### config.mk
export PLATFORM = sky130hd
export DESIGN_NAME = messbauer_sweep_sequencer_flat
export DESIGN_NICKNAME = d
export VERILOG_FILES = /design/src/rtl/messbauer_sweep_sequencer_if.sv /design/src/rtl/messbauer_sweep_sequencer.sv /design/src/flat_wrapper.sv
export SDC_FILE = /design/constraint.sdc
export NUM_CORES = 1
export LEC_CHECK = 0
export ABC_AREA = 1
export ABC_CLOCK_PERIOD_IN_PS = 2600
export BUFFER_PORTS_ARGS = -buffer_cell sky130_fd_sc_hd__buf_2
export CAP_MARGIN = 10
export CORE_MARGIN = 2
export CORE_UTILIZATION = 57
export DETAILED_ROUTE_END_ITERATION = 10
export PLACE_DENSITY_LB_ADDON = 0.2
export SKIP_LAST_GASP = 1
export SLEW_MARGIN = 40
export SYNTH_ARGS = -nofsm -noshare
export SYNTH_HDL_FRONTEND = slang
export SYNTH_SLANG_ARGS = --single-unit
export TNS_END_PERCENT = 30
### constraint.sdc
create_clock -name clk -period 2.6 [get_ports clk]
set_input_delay 0.26 -clock clk [delete_from_list [all_inputs] [get_ports clk]]
set_output_delay 0.26 -clock clk [all_outputs]
set_load 0.005 [all_outputs]
### src/rtl/messbauer_sweep_sequencer_if.sv
// Host/datapath bundle for the Mossbauer velocity sweep sequencer.
// master = host control side, slave = the sequencer itself.
interface messbauer_sweep_sequencer_if #(
  parameter int CHANNEL_BITS = 12
);
  logic                    start;
  logic                    abort;
  logic                    mode;
  logic [15:0]             cycles;
  logic                    v_start;
  logic                    v_channel;
  logic [CHANNEL_BITS-1:0] channel;
  logic                    direction;
  logic [CHANNEL_BITS-1:0] dac_value;
  logic                    dac_load;
  logic [15:0]             sweep_count;
  logic                    busy;
  logic                    done;

  modport master (
    output start, abort, mode, cycles,
    input  v_start, v_channel, channel, direction, dac_value, dac_load,
           sweep_count, busy, done
  );

  modport slave (
    input  start, abort, mode, cycles,
    output v_start, v_channel, channel, direction, dac_value, dac_load,
           sweep_count, busy, done
  );
endinterface

### src/rtl/messbauer_sweep_sequencer.sv
// Velocity (Doppler) sweep sequencer: start pulse, per-channel strobes and
// sawtooth/triangle DAC codes, repeated for a programmed number of sweeps.
module messbauer_sweep_sequencer #(
  parameter int CHANNEL_BITS   = 12,
  parameter int CHANNEL_PERIOD = 8,
  parameter int START_PULSE    = 4
) (
  input  logic                          clk,
  input  logic                          areset_n,
  messbauer_sweep_sequencer_if.slave    bus
);

  localparam int PCW = (CHANNEL_PERIOD > 1) ? $clog2(CHANNEL_PERIOD) : 1;
  localparam int SPW = (START_PULSE > 1) ? $clog2(START_PULSE) : 1;
  localparam logic [PCW-1:0] PC_LAST = PCW'(CHANNEL_PERIOD - 1);
  localparam logic [PCW-1:0] PC_PRE  = PCW'(CHANNEL_PERIOD - 2);
  localparam logic [SPW-1:0] SP_LAST = SPW'(START_PULSE - 1);

  typedef enum logic [1:0] {ST_IDLE, ST_START, ST_RUN, ST_DONE} state_t;

  state_t                  r_state;
  logic [PCW-1:0]          r_pcnt;
  logic [SPW-1:0]          r_scnt;
  logic                    r_mode;
  logic [15:0]             r_cycles;
  logic [15:0]             r_sweep_count;
  logic [CHANNEL_BITS-1:0] r_channel;
  logic [CHANNEL_BITS-1:0] r_dac_value;
  logic                    r_direction;
  logic                    r_v_start;
  logic                    r_v_channel;
  logic                    r_dac_load;
  logic                    r_busy;
  logic                    r_done;

  logic [CHANNEL_BITS-1:0] w_next_ch;
  logic                    w_last_ch;
  logic [15:0]             w_next_sc;
  logic                    w_sweep_end;
  logic [CHANNEL_BITS:0]   w_code;

  // Returns {direction, dac_code}; triangle folds the doubled index downward
  // once the channel MSB is set.
  function automatic logic [CHANNEL_BITS:0] dac_code(
    input logic                    m,
    input logic [CHANNEL_BITS-1:0] ch
  );
    logic                    dir;
    logic [CHANNEL_BITS-1:0] s;
    if (!m) begin
      return {1'b0, ch};
    end
    dir = ch[CHANNEL_BITS-1];
    s   = ch << 1;
    return {dir, (dir ? ~s : s)};
  endfunction

  always_comb begin
    w_next_ch   = r_channel + CHANNEL_BITS'(1);
    w_last_ch   = (r_channel == '1);
    w_next_sc   = r_sweep_count + 16'd1;
    w_sweep_end = (r_cycles != 16'd0) && (w_next_sc == r_cycles);
    w_code      = dac_code(r_mode, w_next_ch);
  end

  always_ff @(posedge clk or negedge areset_n) begin
    if (!areset_n) begin
      r_state       <= ST_IDLE;
      r_pcnt        <= '0;
      r_scnt        <= '0;
      r_mode        <= 1'b0;
      r_cycles      <= '0;
      r_sweep_count <= '0;
      r_channel     <= '0;
      r_dac_value   <= '0;
      r_direction   <= 1'b0;
      r_v_start     <= 1'b0;
      r_v_channel   <= 1'b0;
      r_dac_load    <= 1'b0;
      r_busy        <= 1'b0;
      r_done        <= 1'b0;
    end else begin
      r_dac_load <= 1'b0;
      r_done     <= 1'b0;
      if (bus.abort && (r_state != ST_IDLE)) begin
        // Abort silences everything but the completed-sweep tally.
        r_state     <= ST_IDLE;
        r_pcnt      <= '0;
        r_scnt      <= '0;
        r_channel   <= '0;
        r_dac_value <= '0;
        r_direction <= 1'b0;
        r_v_start   <= 1'b0;
        r_v_channel <= 1'b0;
        r_busy      <= 1'b0;
      end else begin
        case (r_state)
          ST_IDLE: begin
            if (bus.start && !bus.abort) begin
              r_mode        <= bus.mode;
              r_cycles      <= bus.cycles;
              r_sweep_count <= '0;
              r_state       <= ST_START;
              r_scnt        <= '0;
              r_v_start     <= 1'b1;
              r_busy        <= 1'b1;
              r_dac_load    <= 1'b1;
              r_channel     <= '0;
              r_dac_value   <= '0;
              r_direction   <= 1'b0;
            end
          end
          ST_START: begin
            if (r_scnt == SP_LAST) begin
              r_state   <= ST_RUN;
              r_pcnt    <= '0;
              r_v_start <= 1'b0;
            end else begin
              r_scnt <= r_scnt + SPW'(1);
            end
          end
          ST_RUN: begin
            if (r_pcnt == PC_LAST) begin
              r_pcnt      <= '0;
              r_v_channel <= 1'b0;
              r_dac_load  <= 1'b1;
              if (!w_last_ch) begin
                r_channel   <= w_next_ch;
                r_direction <= w_code[CHANNEL_BITS];
                r_dac_value <= w_code[CHANNEL_BITS-1:0];
              end else begin
                r_sweep_count <= w_next_sc;
                r_channel     <= '0;
                r_dac_value   <= '0;
                r_direction   <= 1'b0;
                if (w_sweep_end) begin
                  r_state <= ST_DONE;
                  r_done  <= 1'b1;
                  r_busy  <= 1'b0;
                end else begin
                  r_state   <= ST_START;
                  r_scnt    <= '0;
                  r_v_start <= 1'b1;
                end
              end
            end else begin
              r_pcnt      <= r_pcnt + PCW'(1);
              r_v_channel <= (r_pcnt == PC_PRE);
            end
          end
          ST_DONE: begin
            r_state <= ST_IDLE;
          end
          default: begin
            r_state <= ST_IDLE;
          end
        endcase
      end
    end
  end

  assign bus.v_start     = r_v_start;
  assign bus.v_channel   = r_v_channel;
  assign bus.channel     = r_channel;
  assign bus.direction   = r_direction;
  assign bus.dac_value   = r_dac_value;
  assign bus.dac_load    = r_dac_load;
  assign bus.sweep_count = r_sweep_count;
  assign bus.busy        = r_busy;
  assign bus.done        = r_done;

endmodule
### src/flat_wrapper.sv
// flat-port wrapper written by rule: the top's interface ports become plain ports
module messbauer_sweep_sequencer_flat 
#(
  parameter int CHANNEL_BITS   = 12,
  parameter int CHANNEL_PERIOD = 8,
  parameter int START_PULSE    = 4
)
  (clk, areset_n, bus_start, bus_abort, bus_mode, bus_cycles, bus_v_start, bus_v_channel, bus_channel, bus_direction, bus_dac_value, bus_dac_load, bus_sweep_count, bus_busy, bus_done);
  messbauer_sweep_sequencer_if #(.CHANNEL_BITS(CHANNEL_BITS)) bus_i ();
  input  logic clk;
  input  logic areset_n;
  input wire logic [$bits(bus_i.start)-1:0] bus_start;
  input wire logic [$bits(bus_i.abort)-1:0] bus_abort;
  input wire logic [$bits(bus_i.mode)-1:0] bus_mode;
  input wire logic [$bits(bus_i.cycles)-1:0] bus_cycles;
  output wire logic [$bits(bus_i.v_start)-1:0] bus_v_start;
  output wire logic [$bits(bus_i.v_channel)-1:0] bus_v_channel;
  output wire logic [$bits(bus_i.channel)-1:0] bus_channel;
  output wire logic [$bits(bus_i.direction)-1:0] bus_direction;
  output wire logic [$bits(bus_i.dac_value)-1:0] bus_dac_value;
  output wire logic [$bits(bus_i.dac_load)-1:0] bus_dac_load;
  output wire logic [$bits(bus_i.sweep_count)-1:0] bus_sweep_count;
  output wire logic [$bits(bus_i.busy)-1:0] bus_busy;
  output wire logic [$bits(bus_i.done)-1:0] bus_done;
  assign bus_i.start = bus_start;
  assign bus_i.abort = bus_abort;
  assign bus_i.mode = bus_mode;
  assign bus_i.cycles = bus_cycles;
  assign bus_v_start = bus_i.v_start;
  assign bus_v_channel = bus_i.v_channel;
  assign bus_channel = bus_i.channel;
  assign bus_direction = bus_i.direction;
  assign bus_dac_value = bus_i.dac_value;
  assign bus_dac_load = bus_i.dac_load;
  assign bus_sweep_count = bus_i.sweep_count;
  assign bus_busy = bus_i.busy;
  assign bus_done = bus_i.done;
  messbauer_sweep_sequencer #(.CHANNEL_BITS(CHANNEL_BITS), .CHANNEL_PERIOD(CHANNEL_PERIOD), .START_PULSE(START_PULSE)) u_core (.clk(clk), .areset_n(areset_n), .bus(bus_i));
endmodule
* Word-level counts from Yosys, hierarchy flattened
Index checks and enable logic that the tools add are counted.
Storage, ports and cells: register bits after elaboration 70, logic and storage cells 120, input bits 21
Operators by class: add/subtract/negate cells 4, bitwise operators 2, muxes and demuxes 62, equal/unequal tests 18, reduce and logical (&&, ||, !) cells 20
Operators with widths (number):
- $mux W12 | 8
- $mux W16 | 3
- $pmux W12 S2 | 2
- $pmux W16 S2 | 1
- $mux W1 | 25
- $mux W2 | 12
- $add A16 B1 Y16 const B | 1
- $eq A16 B16 Y1 | 1
- $reduce_bool A16 Y1 | 1
- $ne A3 B1 Y1 const B | 5
- $mux W13 | 1
- $add A12 B1 Y12 const B | 1
- $eq A12 B12 Y1 const B | 1
- $not A12 Y12 | 1
- $reduce_and A6 Y1 | 2
- $reduce_and A5 Y1 | 2
- $mux W3 | 3
- $pmux W2 S4 | 1
- $eq A2 B2 Y1 const B | 3
- $eq A3 B3 Y1 const B | 2
- $ne A2 B1 Y1 const B | 3
- $pmux W1 S2 | 3
- $pmux W2 S3 | 1
- $pmux W3 S2 | 1
- other kinds (16) | 22

* Longest topological paths before layout
Gate-level depths: netlist of run 1.
depth in word-level cells 8, mapped depth 17

* Worst setup path before layout of run 1
No wires, ideal clock.
kind register -> register, start reg u_core.r_state[0], end reg u_core.r_channel[10], in the netlist u_core.bus.channel[10], setup time 83 ps, arrival 1840 ps, stages on the path, launching flop included 13, period minus slack after synthesis 1922 ps, path slack 678 ps, path through dfrtp_1 > inv_1 > ha_1 > nor2_4 > nor2_8 > inv_2 > o21ai_2 > inv_2 > nand2_1 > nor2_4 > inv_2 > buf_6 > o22ai_1
On the way: longest elaborated chain between the ends 4
RTL lines:
- start, declared | RTL line messbauer_sweep_sequencer.sv:21 | state_t r_state;
- start signal, assigned | RTL line messbauer_sweep_sequencer.sv:68 | r_state <= ST_IDLE;
- start signal, assigned | RTL line messbauer_sweep_sequencer.sv:87 | r_state <= ST_IDLE;
- start signal, assigned | RTL line messbauer_sweep_sequencer.sv:103 | r_state <= ST_START;
- $reduce_bool A2 Y1 | RTL line messbauer_sweep_sequencer.sv:85 | if (bus.abort && (r_state != ST_IDLE)) begin
- $logic_and A1 B1 Y1 | RTL line messbauer_sweep_sequencer.sv:85
- $ne A3 B1 Y1 (no source line) / $reduce_bool A3 Y1 (equally long branches)
- $reduce_and A3 Y1 (no source line)
- end signal, assigned | RTL line messbauer_sweep_sequencer.sv:128 | r_channel <= w_next_ch;
- end, declared | RTL line messbauer_sweep_sequencer.sv:27 | logic [CHANNEL_BITS-1:0] r_channel;
Parallel ways exist; a longest one is shown, timed or not. A chain may end at the register's enable or synchronous reset.

* Final worst setup path of run 1
start reg u_core.r_state[1], end reg u_core.r_state[0]
On the way: longest elaborated chain between the ends 4
RTL lines (RTL line):
- $reduce_bool A2 Y1 | messbauer_sweep_sequencer.sv:85
- $logic_and A1 B1 Y1 | messbauer_sweep_sequencer.sv:85
- $ne A3 B1 Y1 (no source line)
- $reduce_and A4 Y1 (no source line)
Parallel ways exist; a longest one is shown, timed or not.

==> results of run 1 <==
-- cell families after synthesis --
kind of cell               count (synthesis)  synth area share
and+or+nand+nor                          325             0.354
buffers and inverters                     81            0.0777
AOI/OAI and AO/OA                         72            0.0976
DFF                                       70             0.404
xor gates and xnor gates                  13            0.0326
adders and majority gates                 10            0.0289
muxes                                      2           0.00520
-- flip-flops by register name, indices dropped and copies added, names as in the netlist --
signal	flops
u_core.bus.v_channel	1
u_core.bus.sweep_count	16
u_core.r_cycles	16
u_core.r_scnt	2
u_core.r_pcnt	3
u_core.r_state	2
u_core.bus.busy	1
u_core.bus.v_start	1
u_core.bus.channel	12
u_core.bus.dac_load	1
u_core.bus.dac_value	12
u_core.bus.direction	1
u_core.r_mode	1
u_core.bus.done	1
-- metrics by stage --
| step | util | hold slack (ns) | instances |
|---|---|---|---|
| after CTS | 0.684 | 0.00498 | 744 |
| after floorplan | - | -0.0356 | 573 |
| after detailed placement | 0.654 | 0.388 | 729 |
| after global routing | 0.686 | 0.139 | 745 |
| after global placement | 0.654 | 0.379 | 729 |
| final | 0.686 | 0.146 | 745 |
-- worst reg2reg max path, cell delays in order, from the launching register on --
cell and delay, ns:
dfrtp_1 0.43, inv_1 0.12, ha_1 0.26, nor2_4 0.29, nor2_8 0.08, inv_2 0.10, o21ai_2 0.08, inv_2 0.07
nand2_1 0.12, a21oi_4 0.14, buf_4 0.32, inv_2 0.10, o22ai_2 0.16
-- final cells by class --
type | count | area (sq um) | area share
clock buffer | 11 | 151 | 0.0303
inverter | 67 | 251 | 0.0503
sequential | 70 | 1750 | 0.350
tap | 99 | 124 | 0.0248
clock inverter | 4 | 70.1 | 0.0140
multi-input combinational | 422 | 2250 | 0.449
timing repair buffer | 72 | 405 | 0.0811
-- metal layers --
layer | wire, um | vias up
met2 | 5350 | 192
met1 | 4820 | 1981
met4 | 159 | 0
met3 | 864 | 20
met5 | 0 | -
li1 | - | 2038
-- how the worst min path moves through the flow --
stage                   from                  end  slack (ns)  cells past startpoint
6_report       bus_cycles[0]   u_core.r_cycles[0]        0.15                      2
5_1_grt        bus_cycles[0]   u_core.r_cycles[0]        0.14                      2
4_1_cts             areset_n  u_core.r_cycles[12]       0.005                      1
3_5_place_dp        areset_n  u_core.r_cycles[12]        0.39                      1
3_3_place_gp        areset_n  u_core.r_cycles[12]        0.38                      1
2_1_floorplan       areset_n      u_core.bus.busy       -0.04                      0
-- cell usage in the layout (no fill, tap or decap), types with 2 or more instances in the layout --
| cell | netlist | layout |
|---|---|---|
| o21ai_0 | 15 | 15 |
| nand4_1 | 28 | 28 |
| nand2_1 | 152 | 152 |
| bufinv_16 | 0 | 2 |
| xnor3_1 | 2 | 2 |
| nand3_1 | 62 | 62 |
| buf_12 | 0 | 2 |
| o21ai_1 | 12 | 12 |
| clkbuf_8 | 0 | 11 |
| nand2_2 | 7 | 7 |
| inv_2 | 7 | 7 |
| clkinv_2 | 0 | 2 |
| nor4_1 | 3 | 3 |
| nor2_4 | 5 | 5 |
| buf_2 | 2 | 65 |
| mux2_2 | 2 | 2 |
| o22ai_1 | 11 | 11 |
| ha_1 | 10 | 10 |
| dfrtp_1 | 70 | 70 |
| nor2_2 | 9 | 9 |
| o211ai_1 | 4 | 4 |
| nor3_1 | 3 | 3 |
| nor2_1 | 48 | 48 |
| xor2_1 | 10 | 10 |
| a21oi_1 | 22 | 22 |
| inv_1 | 59 | 59 |
| buf_4 | 2 | 4 |
| nand3_2 | 3 | 3 |
-- what timing repair did --
item                                    in CTS  in global routing
hold buffers                                 0                  1
endpoints found under the hold margin        0                 32
gates resized for setup                      0                  0
buffers inserted                             0                  0
endpoints found under the setup margin       0                  0
-- power groups by stage --
| stage | sequential, uW | combinational, uW | clock (uW) |
|---|---|---|---|
| 6_report | 1520 | 1740 | 1000 |
| 3_3_place_gp | 1530 | 1660 | 0 |
| 5_1_grt | 1550 | 1940 | 1060 |
| 4_1_cts | 1520 | 1720 | 1020 |
| 3_5_place_dp | 1540 | 1710 | 0 |
| 2_1_floorplan | 1490 | 1310 | 0 |
==> run_results.csv, run 1 <==
group,metric,value,unit
pwr,switching_share,0.411,
final_layout,nets,673,
final_layout,fin_area,5000,sq um
floorplan,io_pins,67,
worst_hold_path,hp-class,"primary input to flip-flop",
final_layout,fillers,644,
pwr,power_frac_comb,0.408,
floorplan,fp-row-count,31,
floorplan,die_area,8320,sq um
sta,hold_violations,0,
place,postPlaceCellArea,4770,sq um
sta,rsz0062_at_grt,"false",
critical_path,required,2.87,ns
logic_synthesis,synth_top_area_share,0.404,
route,vias,4231,
critical_path,path_delay_family,"buffers and inverters",
logic_synthesis,synthDistinctLibCells,41,
global_route,grt_pass1_vias,3920,
logic_synthesis,synth_seq_cells,70,
critical_path,path_cells,"inv_1, ha_1, nor2_4, nor2_8, inv_2, o21ai_2, inv_2, nand2_1, a21oi_4, buf_4, inv_2, o22ai_2",
clocking,clock-sinks,70,
place,gp_congestion,0.985,
pwr,seqPwrFrac,0.357,
sta,slew_headroom,0.569,
clocking,root_buffer,"clkbuf_8",
route,drc,0,
floorplan,die-height,91.2,um
clocking,htreeDepth,3,
sta,fmax,0.425,GHz
place,io_buffer_count,66,
global_route,busiest_layer,"met2",
floorplan,die_w,91.2,um
logic_synthesis,syn_inst,573,
clocking,cts_inserted_buffers,9,
global_route,grt_pass1_wl,18.5,mm
sta,tightest_slew,0.645,ns
logic_synthesis,synthTopCellsByCount,"152 x nand2_1, 70 x dfrtp_1, 62 x nand3_1, 59 x inv_1, 48 x nor2_1",
global_route,grt_start_max_net_pins,39,
critical_path,arrival,2.62,ns
logic_synthesis,synth_edf_count,0,
route,drt_iter0_markers,358,
global_route,use_met1,0.376,
sta,fin_tns_setup,0,ns
sta,finalMaxSlewViolations,0,
critical_path,path_depth,12,
sta,worst_clock_skew,0.00661,ns
logic_synthesis,synth_top_flop_cell,"dfrtp_1",
clocking,clk_path_buf_depth,2,
global_route,met3_usage,0.0664,
pwr,ir_worst_vdd,0.565,mV
route,wire_per_inst,15.0,um
route,dr.pass1.iters,5,
critical_path,r2r_slack,0.25,ns
sta,setup_ws,0.249,ns
logic_synthesis,synth.area.top_cells,"dfrtp_1 40%, nand2_1 13%, nand3_1 7.2%",
route,drtAntennaViolNets,0,
logic_synthesis,async_flop_share,1.00,
final_layout,diodes,0,
clocking,cts_tree,"built",
critical_path,cp-startpoint,"u_core.r_state[1]",
pwr,intPower,2510,uW
pwr,leakage,0.00253,uW
logic_synthesis,syn-cell-area,4330,sq um
critical_path,worst_setup_path_end_kind,"flip-flop",
run,maxCapViolations,0,
critical_path,worst-path-buf-inv,5,
global_route,grt_overflow,0,
floorplan,fp.coreArea,7290,sq um
critical_path,cpMaxStageDelayCell,"dfrtp_1",
sta,finalCritPeriodShare,0.904,
critical_path,crit_type,"flip-flop to flip-flop",
critical_path,crit_fanout,30,
pwr,p_switching,1750,uW
logic_synthesis,syn_avg_cell_area,7.56,sq um
clocking,clk_pin_slew_worst_paths,0.07,ns
critical_path,crit_end,"u_core.r_state[0]",
global_route,grt.total_usage,0.278,
logic_synthesis,synth_most_common_cell,"nand2_1",
critical_path,slowest_delay,0.43,ns
logic_synthesis,yosysSeqAreaShare,0.404,
critical_path,crit_path_start_kind,"flip-flop",
final_layout,area_growth,15.4,%
logic_synthesis,synth.net_count,604,
place,dp_hpwl,8.29,mm
route,drt_wl_total,11.2,mm
route,viasPerCell,5.68,
critical_path,r2r_end,"u_core.r_state[0]",
critical_path,ff2ff_path_depth,12,
final_layout,drive_gt1_frac,0.197,
clocking,clk_latency,0.35,ns
floorplan,start_util,0.594,
sta,fin_crit,2.35,ns
logic_synthesis,synth_area_leader_cell,"dfrtp_1",
global_route,grt_util_met2,0.447,
place,detailedPlace.worstSlack,0.309,ns
global_route,antenna_found_initial,0,
pwr,clockPowerShare,0.234,
pwr,power.total,4270,uW
logic_synthesis,synth.yosys.warnings,0,
critical_path,crit_top_cell,"inv_2",
run_status,status,"completed",
sta,setup_viol,0,
pwr,power_per_cell_area,853,nW/um^2
critical_path,r2r_start,"u_core.r_state[1]",
(Power assumes the default switching activity.)
==> run 2, diff against run 1 <==
--- a/config.mk
+++ b/config.mk
@@ -5,12 +5,13 @@
 export SDC_FILE = /design/constraint.sdc
 export NUM_CORES = 1
 export LEC_CHECK = 0
-export ABC_AREA = 1
+export ABC_AREA = 0
 export ABC_CLOCK_PERIOD_IN_PS = 2600
 export BUFFER_PORTS_ARGS = -buffer_cell sky130_fd_sc_hd__buf_2
 export CAP_MARGIN = 10
 export CORE_MARGIN = 2
-export CORE_UTILIZATION = 57
+export CORE_UTILIZATION = 59
+export CTS_BUF_LIST = sky130_fd_sc_hd__clkbuf_4 sky130_fd_sc_hd__clkbuf_8
 export DETAILED_ROUTE_END_ITERATION = 10
 export PLACE_DENSITY_LB_ADDON = 0.2
 export SKIP_LAST_GASP = 1
==> run 2 against run 1 <==
  * Worst setup slack got worse by 0.068 ns
  * Highest routed layer unchanged
  * Die area is 6.6% lower
  * First-iteration DRC count shrank 32%
  * Clock power fell by 7%
  * Critical path depth fell by 4
  * Wire length is 13% lower
  * Critical path type unchanged
  * Non-clock buffer count rose by 18
==> run_results.csv, run 2 <==
group,metric,value,unit
sta,fin_tns_setup,0,ns
final_layout,diodes,0,
worst_hold_path,min_from,"bus_cycles[11]",
pwr,intPower,2530,uW
logic_synthesis,synth_edf_count,0,
final_layout,area_growth,18.5,%
logic_synthesis,syn_avg_cell_area,9.51,sq um
clocking,clock-sinks,70,
global_route,grt_start_max_net_pins,71,
sta,fmax,0.413,GHz
final_layout,nets,546,
global_route,grt_pass1_wl,16.2,mm
critical_path,required,2.84,ns
sta,tightest_slew,0.752,ns
critical_path,crit_type,"flip-flop to flip-flop",
pwr,power_frac_comb,0.394,
critical_path,crit_fanout,12,
critical_path,crit_path_start_kind,"flip-flop",
floorplan,fp-row-count,30,
sta,setup_ws,0.180,ns
sta,hold_violations,0,
logic_synthesis,synth_top_area_share,0.420,
place,detailedPlace.worstSlack,0.0178,ns
logic_synthesis,synth.yosys.warnings,0,
worst_hold_path,hp-class,"primary input to flip-flop",
sta,finalMaxSlewViolations,0,
route,vias,3563,
floorplan,io_pins,67,
final_layout,drive_gt1_frac,0.272,
pwr,power_per_cell_area,835,nW/um^2
critical_path,worst-path-buf-inv,0,
route,drt_iter0_markers,244,
sta,fin_crit,2.42,ns
logic_synthesis,async_flop_share,1.00,
critical_path,path_delay_family,"simple AND/OR/NAND/NOR gates",
final_layout,fillers,548,
route,dr.pass1.iters,4,
final_layout,final_common_cell,"dfrtp_1",
global_route,antenna_found_initial,0,
clocking,postCtsSetupBuffers,0,
final_layout,layout_common_cells,"69 x dfrtp_1, 66 x buf_2, 57 x nand2_1",
final_layout,register_area,1750,sq um
route,drt_wl_total,9.72,mm
route,drc,0,
critical_path,cp-startpoint,"u_core.bus.sweep_count[0]",
place,dp_hpwl,6.94,mm
logic_synthesis,syn-cell-area,4180,sq um
logic_synthesis,synth.net_count,470,
critical_path,r2r_slack,0.18,ns
global_route,grt_overflow,0,
sta,worst_clock_skew,0.00951,ns
logic_synthesis,yosysSeqAreaShare,0.420,
clocking,clk_latency,0.36,ns
sta,finalCritPeriodShare,0.931,
sta,setup_viol,0,
pwr,clockPowerShare,0.224,
logic_synthesis,synth_area_leader_cell,"dfrtp_1",
place,gp_congestion,0.868,
clocking,clk_path_buf_depth,2,
clocking,htreeDepth,3,
clocking,cts_inserted_buffers,9,
logic_synthesis,synth_seq_cells,70,
pwr,leakage,0.00232,uW
clocking,root_buffer,"clkbuf_8",
global_route,grt_pass1_vias,3319,
route,viasPerCell,5.79,
final_layout,multiInputGateArea,2310,sq um
critical_path,worst_setup_path_end_kind,"flip-flop",
logic_synthesis,synth_most_common_cell,"dfrtp_1",
critical_path,r2r_start,"u_core.bus.sweep_count[0]",
clocking,cts_tree,"built",
logic_synthesis,synthDistinctLibCells,54,
run_status,status,"completed",
sta,slew_headroom,0.498,
global_route,grt.total_usage,0.269,
floorplan,start_util,0.611,
logic_synthesis,synth_top_flop_cell,"dfrtp_1",
critical_path,path_cells,"ha_2, nand3_4, or3_1, a21o_1, a22oi_1, nand4_1, a31oi_1, mux2_1",
logic_synthesis,syn_inst,439,
route,drtAntennaViolNets,0,
pwr,p_switching,1600,uW
floorplan,die_area,7770,sq um
critical_path,cpMaxStageDelayCell,"or3_1",
floorplan,fp.coreArea,6830,sq um
run,maxCapViolations,0,
logic_synthesis,synth.area.top_cells,"dfrtp_1 42%, xnor2_1 5.7%, nand2_1 5.1%",
floorplan,die-height,88.1,um
floorplan,die_w,88.1,um
critical_path,slowest_delay,0.39,ns
pwr,switching_share,0.387,
sta,rsz0062_at_grt,"false",
place,io_buffer_count,66,
route,wire_per_inst,15.8,um
pwr,seqPwrFrac,0.381,
logic_synthesis,synthTopCellsByCount,"70 x dfrtp_1, 57 x nand2_1, 27 x nor2_1, 27 x o21ai_0, 27 x xnor2_1",
clocking,clk_pin_slew_worst_paths,0.08,ns
critical_path,arrival,2.66,ns
pwr,ir_worst_vdd,0.608,mV
run 2: cell types whose count changed after synthesis, sizes merged, moves of 10 or more:
| cell | change |
|---|---|
| o22ai | -10 |
| a22o | +11 |
| nor2 | -36 |
| xnor2 | +26 |
| inv | -58 |
| nand2 | -102 |
| mux2 | +18 |
| nand3 | -48 |
| o21ai | +10 |
| nand4 | -20 |
run 2: repair_timing:
| item | CTS | global route |
|---|---|---|
| cloned | 0 | 0 |
| gates resized for setup | 1 | 6 |
| setup endpoints to repair | 2 | 4 |
| pin swaps | 0 | 1 |
| hold endpoints to repair | 70 | 0 |
| hold buffers | 1 | 0 |
run 2: power by group through the flow:
stage	clock (uW)	combinational [uW]	sequential (uW)
2_1_floorplan	0	1150	1530
3_3_place_gp	0	1540	1580
3_5_place_dp	0	1590	1590
4_1_cts	933	1610	1570
5_1_grt	977	1780	1620
6_report	926	1630	1580
run 2: worst reg2reg max path: cells and delay by family (launching register included):
kind            cells  cell delay [ns]
flops               1             0.36
simple gates        3             0.70
mux                 1             0.34
fa+ha+maj           1             0.24
compound gates      3             0.66
run 2: logic make-up after synthesis:
logic type / share of synthesized area
mux: 0.0707
buf+inv: 0.0372
compound gates: 0.149
xor+xnor: 0.0881
fa+ha+maj: 0.0300
simple gates: 0.206
flops: 0.420
run 2: metrics by stage:
step                total power [uW]  utilization  hold WS (ns)  instance area, sq um  instances
global placement                3110        0.686         0.314                  4690        599
global route                    4370        0.724         0.137                  4950        615
floorplan                       2680            -       -0.0356                  4180        439
detailed placement              3180        0.686         0.317                  4690        599
finish                          4130        0.724         0.129                  4950        615
CTS                             4110        0.719         0.126                  4910        615
run 2: path summary, 6_finish.rpt:
| check | endpoint | depth (start not counted) |
|---|---|---|
| worst max-delay path | u_core.bus.busy | 8 |
| worst min-delay path | u_core.r_cycles[11] | 2 |
| worst max register to register | u_core.bus.busy | 8 |
| worst min register to register | u_core.bus.dac_value[2] | 2 |
| max in group asynchronous | u_core.bus.sweep_count[2] | 3 |
| min in group asynchronous | u_core.bus.dac_value[4] | 3 |
run 2: cell type report:
| type | instances | area share |
|---|---|---|
| well taps | 96 | 0.0243 |
| clock buffers | 12 | 0.0334 |
| clock inverters | 3 | 0.00860 |
| repair buffers | 90 | 0.106 |
| inverters | 8 | 0.00607 |
| flip-flops and latches | 70 | 0.354 |
| multi-input cells | 336 | 0.467 |
run 2: routing by layer:
metal / part of all wire / GRT usage
met1: 0.45 / 0.360
met2: 0.48 / 0.435
met3: 0.050 / 0.0452
met4: 0.018 / 0.112
met5: 0 / 0
==> run 3, diff against run 2 <==
--- a/config.mk
+++ b/config.mk
@@ -8,12 +8,12 @@
 export ABC_AREA = 0
 export ABC_CLOCK_PERIOD_IN_PS = 2600
 export BUFFER_PORTS_ARGS = -buffer_cell sky130_fd_sc_hd__buf_2
-export CAP_MARGIN = 10
+export CAP_MARGIN = 20
 export CORE_MARGIN = 2
 export CORE_UTILIZATION = 59
 export CTS_BUF_LIST = sky130_fd_sc_hd__clkbuf_4 sky130_fd_sc_hd__clkbuf_8
 export DETAILED_ROUTE_END_ITERATION = 10
-export PLACE_DENSITY_LB_ADDON = 0.2
+export PLACE_DENSITY_LB_ADDON = 0.3
 export SKIP_LAST_GASP = 1
 export SLEW_MARGIN = 40
 export SYNTH_ARGS = -nofsm -noshare
==> run 3 against run 2 <==
  * Via count increased by 1.8%
  * Largest cell class unchanged
  * Cell area decreased by 1.4%
  * Largest power group is now registers
  * Fmax decreased by 1.7%
  * Wire length increased by 0.30%
  * Sequential power about the same
==> run_results.csv, run 3 (same netlist as run 2, synthesis figures left out) <==
group,metric,value,unit
run_status,status,"completed",
sta,hold_violations,0,
clocking,cts_inserted_buffers,9,
critical_path,required,2.83,ns
pwr,power_per_cell_area,809,nW/um^2
final_layout,nets,543,
floorplan,fp.coreArea,6830,sq um
global_route,grt_overflow,0,
critical_path,crit_path_start_kind,"flip-flop",
place,postPlaceCellArea,4670,sq um
route,viasPerCell,5.92,
route,drt_wl_total,9.75,mm
clocking,htreeDepth,3,
sta,fmax,0.406,GHz
floorplan,fp-row-count,30,
route,drc,0,
final_layout,drive_gt1_frac,0.273,
sta,fin_crit,2.46,ns
route,drtAntennaViolNets,0,
run,maxCapViolations,0,
sta,slew_headroom,0.494,
floorplan,die_w,88.1,um
final_layout,diodes,0,
sta,rsz0062_at_grt,"true",
global_route,grt_pass1_vias,3465,
clocking,root_buffer,"clkbuf_8",
route,vias,3627,
clocking,clk_pin_slew_worst_paths,0.08,ns
floorplan,start_util,0.611,
pwr,ir_worst_vdd,0.573,mV
place,io_buffer_count,66,
global_route,grt.total_usage,0.269,
sta,tightest_slew,0.757,ns
pwr,leakage,0.00228,uW
clocking,clk_latency,0.35,ns
route,dr.pass1.iters,5,
critical_path,r2r_slack,0.14,ns
global_route,grt_pass1_wl,16.3,mm
sta,finalMaxSlewViolations,0,
clocking,cts_tree,"built",
clocking,clock-sinks,70,
worst_hold_path,hp-class,"primary input to flip-flop",
place,dp_cells,596,
global_route,antenna_found_initial,0,
floorplan,io_pins,67,
floorplan,die_area,7770,sq um
route,wire_per_inst,15.9,um
place,gp_congestion,0.912,
critical_path,crit_fanout,11,
final_layout,area_growth,16.8,%
critical_path,arrival,2.69,ns
clocking,clk_path_buf_depth,2,
sta,setup_viol,0,
pwr,power.total,3940,uW
final_layout,layout_common_cells,"70 x dfrtp_1, 66 x buf_2, 57 x nand2_1",
global_route,grt_start_max_net_pins,71,
floorplan,die-height,88.1,um
place,dp_hpwl,6.97,mm
final_layout,final_common_cell,"dfrtp_1",
route,drt_iter0_markers,162,
sta,fin_tns_setup,0,ns
sta,worst_clock_skew,0.00956,ns
critical_path,crit_type,"flip-flop to flip-flop",
final_layout,final_cell_count_no_fill,613,
critical_path,worst_setup_path_end_kind,"flip-flop",
sta,finalCritPeriodShare,0.947,
final_layout,fin_area,4880,sq um
## run 3: changes by cell type in the layout (fill, tap and decap cells not counted), sizes merged
cell    change
clkbuf      -3
buf         -3
clkinv      +5
bufinv      -1
## run 3: repair_timing
action,CTS,global route
resized for setup,0,6
buffers inserted,0,0
setup endpoints to repair,0,6
endpoints found under the hold margin,70,0
hold buffers,1,0
## run 3: area by class of cell
| type | count | area (sq um) |
|---|---|---|
| multi-input cells | 336 | 2310 |
| well taps | 96 | 120 |
| fillers | 538 | 1950 |
| flip-flops and latches | 70 | 1750 |
| clock inverters | 7 | 41.3 |
| inverters | 8 | 30.0 |
| clock buffers | 9 | 124 |
| repair buffers | 87 | 503 |
## run 3: through the flow
step | util | hold WS (ns) | worst slack [ns]
after floorplan | - | -0.0356 | 0.0876
after global placement | 0.683 | 0.314 | 0.220
after detailed placement | 0.683 | 0.315 | 0.0779
after CTS | 0.709 | 0.128 | 0.115
after global routing | 0.714 | 0.136 | -0.0763
final | 0.714 | 0.137 | 0.137
## run 3: worst paths after layout
| path | startpoint | end | depth (start not counted) |
|---|---|---|---|
| max in group asynchronous | areset_n | u_core.r_cycles[7] | 3 |
| setup / recovery | u_core.bus.sweep_count[6] | u_core.r_scnt[0] | 7 |
| setup reg to reg | u_core.bus.sweep_count[6] | u_core.r_scnt[0] | 7 |
| min in group asynchronous | areset_n | u_core.bus.channel[1] | 3 |
| hold / removal | bus_cycles[4] | u_core.r_cycles[4] | 2 |
| hold reg to reg | u_core.bus.dac_value[1] | u_core.bus.dac_value[1] | 1 |
## run 3: critical path, cell delays in order (launching register included)
cell,delay [ns]
dfrtp_1,0.49
nand3_2,0.31
nor4_2,0.45
xnor2_1,0.16
nor4_4,0.26
nand4_2,0.21
and3_1,0.22
mux2_2,0.25
## run 3: per-layer routing
metal / part of all wire / up-vias / GRT usage / wire length [um]
met5: 0 / - / 0 / 0
met4: 0.015 / 0 / 0.106 / 144
met3: 0.063 / 13 / 0.0528 / 614
met2: 0.50 / 125 / 0.441 / 4870
met1: 0.42 / 1775 / 0.354 / 4120
li1: - / 1714 / - / -
## run 3: report_power, final
part	internal, uW	switching, uW	total, uW	leakage [uW]
combinational	692	892	1580	0.00127
sequential	1310	286	1600	0.000926
clock	339	425	763	0.0000885
total	2340	1600	3940	0.00228
